<file path="src/rtl/fetch_queue_pkg.sv">
// fetch_queue_pkg
//   Shared definitions for the IFU fetch queue: default instruction/PC width,
//   the NOP encoding shown to decode while the queue is empty, the storage
//   entry width and an occupancy classification used by the control logic.
package fetch_queue_pkg;

  localparam int unsigned IFQ_XLEN = 32;

  // addi x0, x0, 0
  localparam logic [31:0] IFQ_NOP = 32'h0000_0013;

  typedef enum logic [1:0] {
    OCC_EMPTY   = 2'd0,
    OCC_PARTIAL = 2'd1,
    OCC_FULL    = 2'd2
  } ifq_occ_e;

  // One entry holds {instruction, pc, pc_plus_4}.
  function automatic int unsigned ifq_entry_width(input int unsigned xlen);
    return 3 * xlen;
  endfunction

  function automatic ifq_occ_e ifq_occ(input int unsigned occ, input int unsigned depth);
    if (occ == 0)          return OCC_EMPTY;
    else if (occ >= depth) return OCC_FULL;
    else                   return OCC_PARTIAL;
  endfunction

endpackage

</file>
<file path="src/rtl/fetch_queue_ram.sv">
// ifq_ram
//   DEPTH x WIDTH storage for the fetch queue. One synchronous write port,
//   one asynchronous read port. The array itself is not reset; validity is
//   tracked by the pointers/occupancy in fetch_queue.
// Ports
//   clk    in  clock
//   we     in  write enable
//   waddr  in  write address
//   wdata  in  write data
//   raddr  in  read address
//   rdata  out read data (combinational from raddr)
module ifq_ram #(
  parameter int unsigned DEPTH = 4,
  parameter int unsigned WIDTH = 96
) (
  input  logic                     clk,
  input  logic                     we,
  input  logic [$clog2(DEPTH)-1:0] waddr,
  input  logic [WIDTH-1:0]         wdata,
  input  logic [$clog2(DEPTH)-1:0] raddr,
  output logic [WIDTH-1:0]         rdata
);

  logic [WIDTH-1:0] mem [DEPTH];

  always_ff @(posedge clk) begin
    if (we) mem[waddr] <= wdata;
  end

  assign rdata = mem[raddr];

endmodule

</file>
<file path="src/rtl/fetch_queue.sv">
// fetch_queue
//   Receiving end of the IFU fetch interface. Captures {Instruction_Code, PC,
//   PC_plus_4} every non-reset cycle into a DEPTH-entry FIFO and presents the
//   head to decode over valid/ready. Stalls the IFU while full so a held PC is
//   neither lost nor duplicated; a flush discards every wrong-path entry.
// Configuration macro
//   IFQ_BYPASS_EN  when defined and the queue is empty, the IFU word is
//                  presented to decode in the same cycle and, if accepted,
//                  never written into storage.
// Ports
//   clk, reset          clock, synchronous active-high reset
//   Instruction_Code    IFU instruction word
//   PC, PC_plus_4       IFU PC and PC+4 for that word
//   flush               redirect this cycle (branch/jump taken)
//   stall               to IFU: hold PC (queue full)
//   dec_valid/ready     handshake toward decode
//   dec_instr/pc/pc_plus_4  head entry (NOP/0 when nothing valid)
//   count               occupancy
module fetch_queue
  import fetch_queue_pkg::*;
#(
  parameter int unsigned XLEN  = IFQ_XLEN,
  parameter int unsigned DEPTH = 4
) (
  input  logic                   clk,
  input  logic                   reset,
  input  logic [XLEN-1:0]        Instruction_Code,
  input  logic [XLEN-1:0]        PC,
  input  logic [XLEN-1:0]        PC_plus_4,
  input  logic                   flush,
  output logic                   stall,
  output logic                   dec_valid,
  input  logic                   dec_ready,
  output logic [XLEN-1:0]        dec_instr,
  output logic [XLEN-1:0]        dec_pc,
  output logic [XLEN-1:0]        dec_pc_plus_4,
  output logic [$clog2(DEPTH):0] count
);

  localparam int unsigned AW = $clog2(DEPTH);
  localparam int unsigned CW = AW + 1;
  localparam int unsigned EW = ifq_entry_width(XLEN);

  logic [AW-1:0]   wr_ptr;
  logic [AW-1:0]   rd_ptr;
  logic [CW-1:0]   occ;
  ifq_occ_e        occ_state;
  logic            store_valid;
  logic            bypass;
  logic            enq;
  logic            deq;
  logic [EW-1:0]   wr_entry;
  logic [EW-1:0]   head;

  assign occ_state = ifq_occ(32'(occ), DEPTH);

  // Depends only on registered occupancy: no path from dec_ready to the IFU.
  assign stall = (occ_state == OCC_FULL);

  // A flushed head is wrong-path; reset discards everything like a flush.
  assign store_valid = (occ_state != OCC_EMPTY) && !flush && !reset;

`ifdef IFQ_BYPASS_EN
  assign bypass = (occ_state == OCC_EMPTY) && !flush && !reset;
`else
  assign bypass = 1'b0;
`endif

  assign dec_valid = store_valid | bypass;
  assign deq       = store_valid & dec_ready;

  // A bypassed word taken by decode this cycle is consumed without storage.
  assign enq = !reset && !flush && (occ_state != OCC_FULL) && !(bypass && dec_ready);

  assign wr_entry = {Instruction_Code, PC, PC_plus_4};

  ifq_ram #(
    .DEPTH (DEPTH),
    .WIDTH (EW)
  ) u_ram (
    .clk   (clk),
    .we    (enq),
    .waddr (wr_ptr),
    .wdata (wr_entry),
    .raddr (rd_ptr),
    .rdata (head)
  );

  always_comb begin
    dec_instr     = XLEN'(IFQ_NOP);
    dec_pc        = '0;
    dec_pc_plus_4 = '0;
    if (store_valid) begin
      dec_instr     = head[3*XLEN-1:2*XLEN];
      dec_pc        = head[2*XLEN-1:XLEN];
      dec_pc_plus_4 = head[XLEN-1:0];
    end else if (bypass) begin
      dec_instr     = Instruction_Code;
      dec_pc        = PC;
      dec_pc_plus_4 = PC_plus_4;
    end
  end

  always_ff @(posedge clk) begin
    if (reset || flush) begin
      wr_ptr <= '0;
      rd_ptr <= '0;
      occ    <= '0;
    end else begin
      // DEPTH is a power of two, so AW-bit pointers wrap on their own.
      if (enq) wr_ptr <= wr_ptr + AW'(1);
      if (deq) rd_ptr <= rd_ptr + AW'(1);
      occ <= occ + CW'(enq) - CW'(deq);
    end
  end

  assign count = occ;

endmodule
</file>
<file path="config.mk">
export PLATFORM = sky130hd
export DESIGN_NAME = fetch_queue
export DESIGN_NICKNAME = d
export VERILOG_FILES = /design/src/rtl/fetch_queue_pkg.sv /design/src/rtl/fetch_queue_ram.sv /design/src/rtl/fetch_queue.sv
export SDC_FILE = /design/constraint.sdc
export NUM_CORES = 1
export LEC_CHECK = 0
export CORE_MARGIN = 2
export CORE_UTILIZATION = 40
export CTS_BUF_LIST = sky130_fd_sc_hd__clkbuf_4 sky130_fd_sc_hd__clkbuf_8
export CTS_CLUSTER_DIAMETER = 80
export DETAILED_ROUTE_END_ITERATION = 12
export HOLD_SLACK_MARGIN = 0.06
export PLACE_DENSITY = 0.65
export SLEW_MARGIN = 20
export SYNTH_ARGS = -nofsm -noshare
export SYNTH_HDL_FRONTEND = slang
export SYNTH_HIERARCHICAL = 1
export SYNTH_SLANG_ARGS = --single-unit
</file>
<file path="constraint.sdc">
create_clock -name clk -period 29.7 [get_ports clk]
set_input_delay 4.455 -clock clk [delete_from_list [all_inputs] [get_ports clk]]
set_output_delay 4.455 -clock clk [all_outputs]
set_load 0.01 [all_outputs]
</file>
# [After elaboration in Yosys (flattened, before gate mapping)]
# Memory sizes are Yosys's and may differ from the RTL's. A register that Yosys moved wholly into a read port is not among the register bits.
# Index checks and enable logic that the tools add are counted.
[totals] register_bits=7 ram_bits=384 out_inout_bits=101 wordCells=30 mem_count=1
[memory_table] name="u_ram.mem" depth=4 width=96 rd=1 rd_ports_with_merged_regs=1 wr=1 line="fetch_queue_ram.sv:24" text="logic [WIDTH-1:0] mem [DEPTH];"
[classes] addsub=4 order_cmp=1 eq_ne=2 mux=9 n_bitwise=1 n_reduce_logical=9
[ops] operator="$mux 32" count=3
[ops] operator="$mux 2" count=4
[ops] operator="$add 2x1->2 const B" count=2
[ops] operator="$logic_and 1x1->1" count=4
[ops] operator="$add 3x1->3" count=1
[ops] operator="$ge 3x3->1 const B" count=1
[ops] operator="$logic_not 3->1" count=1
[ops] operator="$sub 3x1->3" count=1
[ops] operator="$eq 2x2->1 const B" count=1
[ops] operator="$logic_not 1->1" count=2
[ops] operator="$mux 1" count=2
[ops] operator="$ne 2x2->1 const B" count=1
[ops] operator="$reduce_bool 2->1" count=1
[ops] operator="$and 1x1->1" count=1
[ops] operator="$logic_or 1x1->1" count=1

# [Depth between registers and ports, before layout]
# Gate-level depths: netlist of run 1.
[depth] word_depth=9 mapped_depth=13

# [Modules after synthesis]
# Netlist of run 1, hierarchy kept.
[by_module_without_submodules] module="ifq_ram" instances=1 cells_each=506 area_each_um2=13874.6 seq_area_each_um2=11531.1
[by_module_without_submodules] module="fetch_queue" instances=1 cells_each=145 area_each_um2=1053.5 seq_area_each_um2=140.1

# [Least setup slack after synthesis of run 1]
# No wires, ideal clock.
[synth_timing] path_type="input-to-reg" from="input flush" to="memory u_ram.mem[0][0] (enable)" arrival_ns=11.810 path_slack_ns=17.203 path_stages=3 path_cell_list="or3_1 -> inv_1 -> nor3b_1"
[synth_via] elab_chain_len=5
[synth_rtl] item="start: declaration" line="fetch_queue.sv:30" text="input logic flush,"
[synth_rtl] item="$logic_not 1->1" line="fetch_queue.sv:73" text="assign enq = !reset && !flush && (occ_state != OCC_FULL) && !(bypass && dec_ready);"
[synth_rtl] item="$logic_and 1x1->1 (2 in series)" line="fetch_queue.sv:73"
[synth_rtl] item="via enq" line="fetch_queue.sv:50" text="logic enq;"
[synth_rtl] item="$mux 1" line="fetch_queue_ram.sv:27" text="if (we) mem[waddr] <= wdata;"
[synth_rtl] item="$mux 1 (implied by the code)" line="fetch_queue_ram.sv:27"
[synth_rtl] item="end: declaration" line="fetch_queue_ram.sv:24"
# The timed path passes the listed nets, and every way through them passes these cells.

# [Worst setup path in the final report of run 1]
[layout_timing] from="input flush" to="output dec_pc_plus_4[14]"
[layout_via] elab_chain_len=4
[layout_rtl] item="$logic_not 1->1" line="fetch_queue.sv:61" text="assign store_valid = (occ_state != OCC_EMPTY) && !flush && !reset;"
[layout_rtl] item="$logic_and 1x1->1 (2 in series)" line="fetch_queue.sv:61"
[layout_rtl] item="$mux 32" line="fetch_queue.sv:93" text="if (store_valid) begin"
[layout_rtl] item="end: declaration" line="fetch_queue.sv:36" text="output logic [XLEN-1:0] dec_pc_plus_4,"
# Every way passes these cells.

==> impl_results.md, run 1 <==
* Status: complete, no violations
* Final Total Pwr at about 1.1 mW
* Starting Density at 40.68%
* Post-Syn Instances at 651
* Maximum vdd drop at 43.33 µV
* H-tree depth at 3
* Routability Congestion at between 0.6 and 0.7
* Crit path buffers/inverters at 3
* RSZ-0062 raised after global routing: false
* Power density over the cells at 59.97 mW/mm²
* Final Hold Fails at 0
* Area of the multi-input gates at 0.003005 mm²
* Yosys warnings at 6
* Drt pass-1 iters at 6
* Vias per cell at 5.059
* Tcrit/Tclk final at 39.98%
* Family with the most delay on the worst path: buffers and inverters
* Share of cells above drive strength 1 at 22.74%
* Root buffer cell: clkbuf_8
* Req. time, crit path at 25.24 ns
* Synth Net Count at 754
* Critical path arrival at between 7 and 8 ns
* Mapped Area at 0.01493 mm²
* Final ANT Viol Nets at 0
* Rows at 70
* CP Cell Sequence: clkdlybuf4s50_1, or2_1, nor2_4, buf_4, and2_1, clkdlybuf4s50_1
* Ys flop type: edfxtp_1
* Post-synthesis sequential area ratio at 78.18%
* Vias in the first global route at 7,857
* Cell mode on critical path: clkdlybuf4s50_1
* Worst clock skew at 0.01395 ns
* Pins over their slew limit at 0
* Tmin final at 11.87 ns
* Largest net degree at the start of global routing at 62
* Most frequent cells in the layout: 384 x edfxtp_1, 200 x clkdlybuf4s50_1, 96 x mux4_2
* Leak pwr at 5.873 nW
* Clock sinks at between 300 and 400
* Cts hold-fix bufs at 0
* Tot GR Track Use at 15.72%
* Fillers at 2,957
* Initial antenna violation count at 0
* Relative slew slack at 32.51%
* Register area at 0.01168 mm²
* CTS Buf Count at 66
* DRT Wirelength at 29.59 mm
* Post-CTS Setup Bufs at 0
* Setup violators final at 0
* IO Count at 201
* Wire per inst at 21.00 µm
* Yosys reg bits at approximately 390
* Number of synthesized flops with an enable pin at 384
* DIE WIDTH at 197.2 µm
* ANT cells at 0
* CTS tree: done
* Worst Hold Class: flop to flop
* Worst-margin pin slew at 1.012 ns
* Synth-to-layout area growth at 24.75%
* Core area at 0.03670 mm²
* PostCTS Resize Cnt at 0
* Post-synthesis average cell area at 22.93 µm²
* Max-Cap Viols at 0
* Post-DP HPWL at 16.88 mm
* Clock Tree Buf Depth at 3
* Die outline height at 197.2 µm
* # DRC at 0
* DR vias at approximately 7,000
* Startpoint types: input port
* I/O Buffers at 200
* Clock Latency Late Sink at 0.58 ns
* Iteration-0 DRC Markers at 376
* Critical Path Fanout Max at 61
* Fin nets at 998
* Global-route wire length before repair at between 40 and 50 mm
* Synth cell types at 25
* WHS at between 0.5 and 0.6 ns
* TNS Setup at 0 ns
* Critical Path Sink Type: output port
* Clock transition at path regs at roughly 0.06 ns
* Crit-path slowest cell: nor2_4
* Commonest non-fill, non-tap cell in the layout: edfxtp_1
* GR Overflow Total at 0
* Layout Utilization at 50.75%
* Max frequency at ~84 MHz
* CP max stage delay at slightly above 0.7 ns
* Die ar. at 0.03888 mm²
* Critical path class: input port to output port
* Ys async rst share at 0%
==> routing by layer <==
metal / up-vias / routed length, µm / track usage [%] / share of wire, %
met5: - / 0 / 0 / 0
met4: 0 / 580 / 5.124 / 2.0
met3: 46 / 1770 / 4.644 / 6.0
met2: 218 / 14170 / 25.03 / 48
met1: 3709 / 13070 / 20.88 / 44
li1: 3155 / - / - / -
==> synthesized netlist by cell type, types with 2 or more instances <==
| library cell | n | area share [%] |
|---|---|---|
| clkbuf_1 | 9 | 0.23 |
| xor2_1 | 3 | 0.18 |
| buf_2 | 13 | 0.44 |
| dfxtp_1 | 7 | 0.94 |
| or3_1 | 4 | 0.17 |
| nor3_1 | 2 | 0.067 |
| mux4_2 | 96 | 14 |
| and2_1 | 95 | 4.0 |
| buf_6 | 12 | 0.91 |
| nor2_1 | 6 | 0.15 |
| nor2b_1 | 2 | 0.084 |
| edfxtp_1 | 384 | 77 |
| ha_1 | 2 | 0.17 |
| and3b_1 | 2 | 0.12 |
| inv_1 | 4 | 0.10 |
==> worst paths after layout <==
check,cells after the start,to,slack [ns],startpoint
setup reg to reg,4,u_ram/mem[3][15]$_DFFE_PP_,26.69,count[2]$_SDFF_PN0_
hold / removal,2,wr_ptr[0]$_SDFFE_PN0P_,0.57,wr_ptr[0]$_SDFFE_PN0P_
hold reg to reg,2,wr_ptr[0]$_SDFFE_PN0P_,0.57,wr_ptr[0]$_SDFFE_PN0P_
setup / recovery,6,dec_pc_plus_4[14],17.83,flush
==> through the flow <==
| stage | worst slack [ns] | instance area (µm²) | std cells |
|---|---|---|---|
| 6_report | 17.83 | 18620 | 1409 |
| 5_1_grt | 17.58 | 18620 | 1409 |
| 4_1_cts | 17.72 | 18620 | 1409 |
| 3_5_place_dp | 17.72 | 17370 | 1295 |
| 3_3_place_gp | 17.85 | 17370 | 1295 |
| 2_1_floorplan | 17.20 | 14930 | 651 |
==> cell type report <==
| class | instances | area share (%) |
|---|---|---|
| tap | 468 | 3.144 |
| sequential | 391 | 62.71 |
| inverter | 4 | 0.08062 |
| timing repair buffer | 211 | 11.19 |
| clock inverter | 28 | 0.9473 |
| multi-input combinational | 221 | 16.14 |
| clock buffer | 86 | 5.785 |
==> worst reg2reg max path, delay by kind of cell, from the launching register on <==
family                 cells  cell delay, ns
buffers and inverters      2            0.80
and+or+nand+nor            2            1.38
DFF                        1            0.44
==> kinds of logic (layout without fill, tap and decap cells) <==
kind of cell    after synthesis  count (layout)  share of synthesized area, %
flops                       391             391                         78.18
buf+inv                      39             329                         1.802
xor+xnor                      4               4                        0.2347
fa+ha+maj                     3               3                        0.3017
mux                          96              96                         14.48
simple gates                116             116                         4.886
compound gates                2               2                        0.1090
==> flip-flops by register name, summed over array words and instances, names as in the netlist <==
name	count
u_ram/mem	384
rd_ptr	2
count	3
wr_ptr	2
==> power by group <==
group | switching [mW] | internal (mW) | total [mW]
combinational | 0.0200 | 0.0235 | 0.0435
sequential | 0.00269 | 0.618 | 0.620
clock | 0.200 | 0.253 | 0.453
total | 0.222 | 0.894 | 1.12
Note: power is estimated with default switching activity, not from simulation.
==> inputs of run 2 (changes only) <==
==> constraint.sdc (replaced) <==
create_clock -name clk -period 11.1 [get_ports clk]
set_input_delay 1.665 -clock clk [delete_from_list [all_inputs] [get_ports clk]]
set_output_delay 1.665 -clock clk [all_outputs]
set_load 0.01 [all_outputs]
==> run 2 against run 1 <==
Sequential power increased to 2.7 times the previous value. Flip-flop and latch count unchanged. Cell count decreased by 0.28%. Global-route usage decreased by 0.36 points. Combinational power increased to 2.7 times the previous value. First-iteration DRC count decreased by 2.1%. Largest cell class unchanged. Largest power group unchanged.
==> impl_results.md, run 2 (synthesized netlist as in run 1, its figures left out) <==
* Global-route wire length before repair at 44.39 mm
* R2r worst-path depth at 4
* Critical path class: input port to output port
* Crit-path slowest cell: nor2_4
* # DRC at 0
* Drt pass-1 iters at 6
* Final Total Pwr at 2.920 mW
* Worst slack, placed at ~4.8 ns
* I/O Buffers at 200
* WHS Path Cells at 2
* Vias per cell at 5.017
* Iteration-0 DRC Markers at 368
* Commonest non-fill, non-tap cell in the layout: edfxtp_1
* Tcrit/Tclk final at 56.04%
* Hold Crit Endpoint: wr_ptr[0]$_SDFFE_PN0P_
* PostCTS Resize Cnt at 0
* Tot GR Track Use at between 10% and 20%
* Share of cells above drive strength 1 at 22.76%
* Clock transition at path regs at 0.06 ns
* Family with the most delay on the worst path: buffers and inverters
* TNS Setup at 0 ns
* Routability Congestion at 0.6837
* Fin nets at 990
* Largest net degree at the start of global routing at 62
* Max-Cap Viols at 0
* DIE WIDTH at approximately 200 µm
* Worst-margin pin slew at 1.065 ns
* Worst clock skew at 0.02224 ns
* Worst Hold Class: flop to flop
* Pins over their slew limit at 0
* Critical Path Fanout Max at 62
* Root buffer cell: clkbuf_8
* Die outline height at 197.2 µm
* Clock sinks at 391
* DRT Wirelength at 29.13 mm
* Power density over the cells at 157.6 mW/mm²
* FF-to-FF End: u_ram/mem[3][35]$_DFFE_PP_
* Clock Tree Buf Depth at 3
* GR Overflow Total at 0
* CTS Buf Count at 59
* Vias in the first global route at 7,649
* Rows at 70
* IO Count at 201
* Initial antenna violation count at 0
* Startpoint types: input port
* Cts hold-fix bufs at 0
* Critical R2R Launch: count[2]$_SDFF_PN0_
* Synth-to-layout area growth at 24.13%
* DR vias at 7,049
* Wire per inst at 20.73 µm
* Max frequency at ~160 MHz
* CTS tree: done
* CP max stage delay at 0.68 ns
* Cell mode on critical path: clkdlybuf4s50_1
* Most frequent cells in the layout: 384 x edfxtp_1, 200 x clkdlybuf4s50_1, 96 x mux4_2
* Starting Density at 40.68%
* Maximum vdd drop at 96.19 µV
* Setup violators final at 0
* Leak pwr at 5.836 nW
* CP Cell Sequence: clkdlybuf4s50_1, or2_1, nor2_4, buf_4, and2_1, clkdlybuf4s50_1
* RSZ-0062 raised after global routing: false
* Post-DP HPWL at 16.55 mm
* Post-CTS Setup Bufs at 0
* Max reg flops at between 300 and 400
* Critical Path Sink Type: output port
* Critical path arrival at 4.56 ns
* Core area at 0.03670 mm²
* Min-delay src: wr_ptr[0]$_SDFFE_PN0P_
* H-tree depth at 2
* Biggest register: u_ram/mem
* Status: complete, no violations
* Relative slew slack at ~29%
* Final Hold Fails at 0
* Crit path buffers/inverters at 3
* Final setup margin at 4.880 ns
* Reg2Reg Setup Slack at 8.08 ns
* Tmin final at between 6 and 7 ns
* Die ar. at 0.03888 mm²
* Req. time, crit path at 9.44 ns
* Clock Latency Late Sink at 0.62 ns
* Final ANT Viol Nets at 0
==> run 2: metrics by stage <==
stage	hold slack [ns]	cell area (µm²)	util, %	cells
floorplan	0.4738	14930	-	651
global placement	0.5462	17360	47.31	1294
detailed placement	0.5599	17360	47.31	1294
CTS	0.5684	18530	50.49	1404
global route	0.6117	18530	50.49	1404
finish	0.5603	18530	50.49	1405
==> run 2: how the worst max path moves through the flow <==
stage	startpoint	slack (ns)	cells past startpoint	end
after global placement	flush	4.83	6	dec_instr[11]
after detailed placement	flush	4.75	6	dec_pc_plus_4[11]
after floorplan	flush	1.39	3	u_ram/mem[0][0]$_DFFE_PP_
final	flush	4.88	6	dec_instr[11]
after CTS	flush	4.75	6	dec_pc[2]
after global routing	flush	4.58	6	dec_pc_plus_4[30]
==> run 2: worst reg2reg max path, delay by kind of cell (launching register included) <==
family,cells,cell delay (ns)
DFF,1,0.44
and+or+nand+nor,2,1.38
buffers and inverters,2,0.78
==> run 2: where the power goes <==
part / total, mW / internal (mW) / switching [mW]
logic: 0.117 / 0.0628 / 0.0539
clock network: 1.14 / 0.623 / 0.522
registers: 1.66 / 1.65 / 0.00644
==> run 2: cell type report <==
cell class / instances / area [µm²]
fill: 2954 / 18170
sequential: 391 / 11680
multi-input combinational: 221 / 3005
timing repair buffer: 210 / 2077
clock buffer: 88 / 1042
tap: 468 / 585.6
clock inverter: 22 / 123.9
inverter: 4 / 15.01
antenna: 1 / 2.502
==> run 2: metal layers <==
metal	vias up	GRT usage [%]	share of wire (%)
met5	-	0	0
met4	0	5.430	1.9
met3	39	4.046	6.3
met2	203	24.91	48
met1	3660	20.18	44
li1	3147	-	-
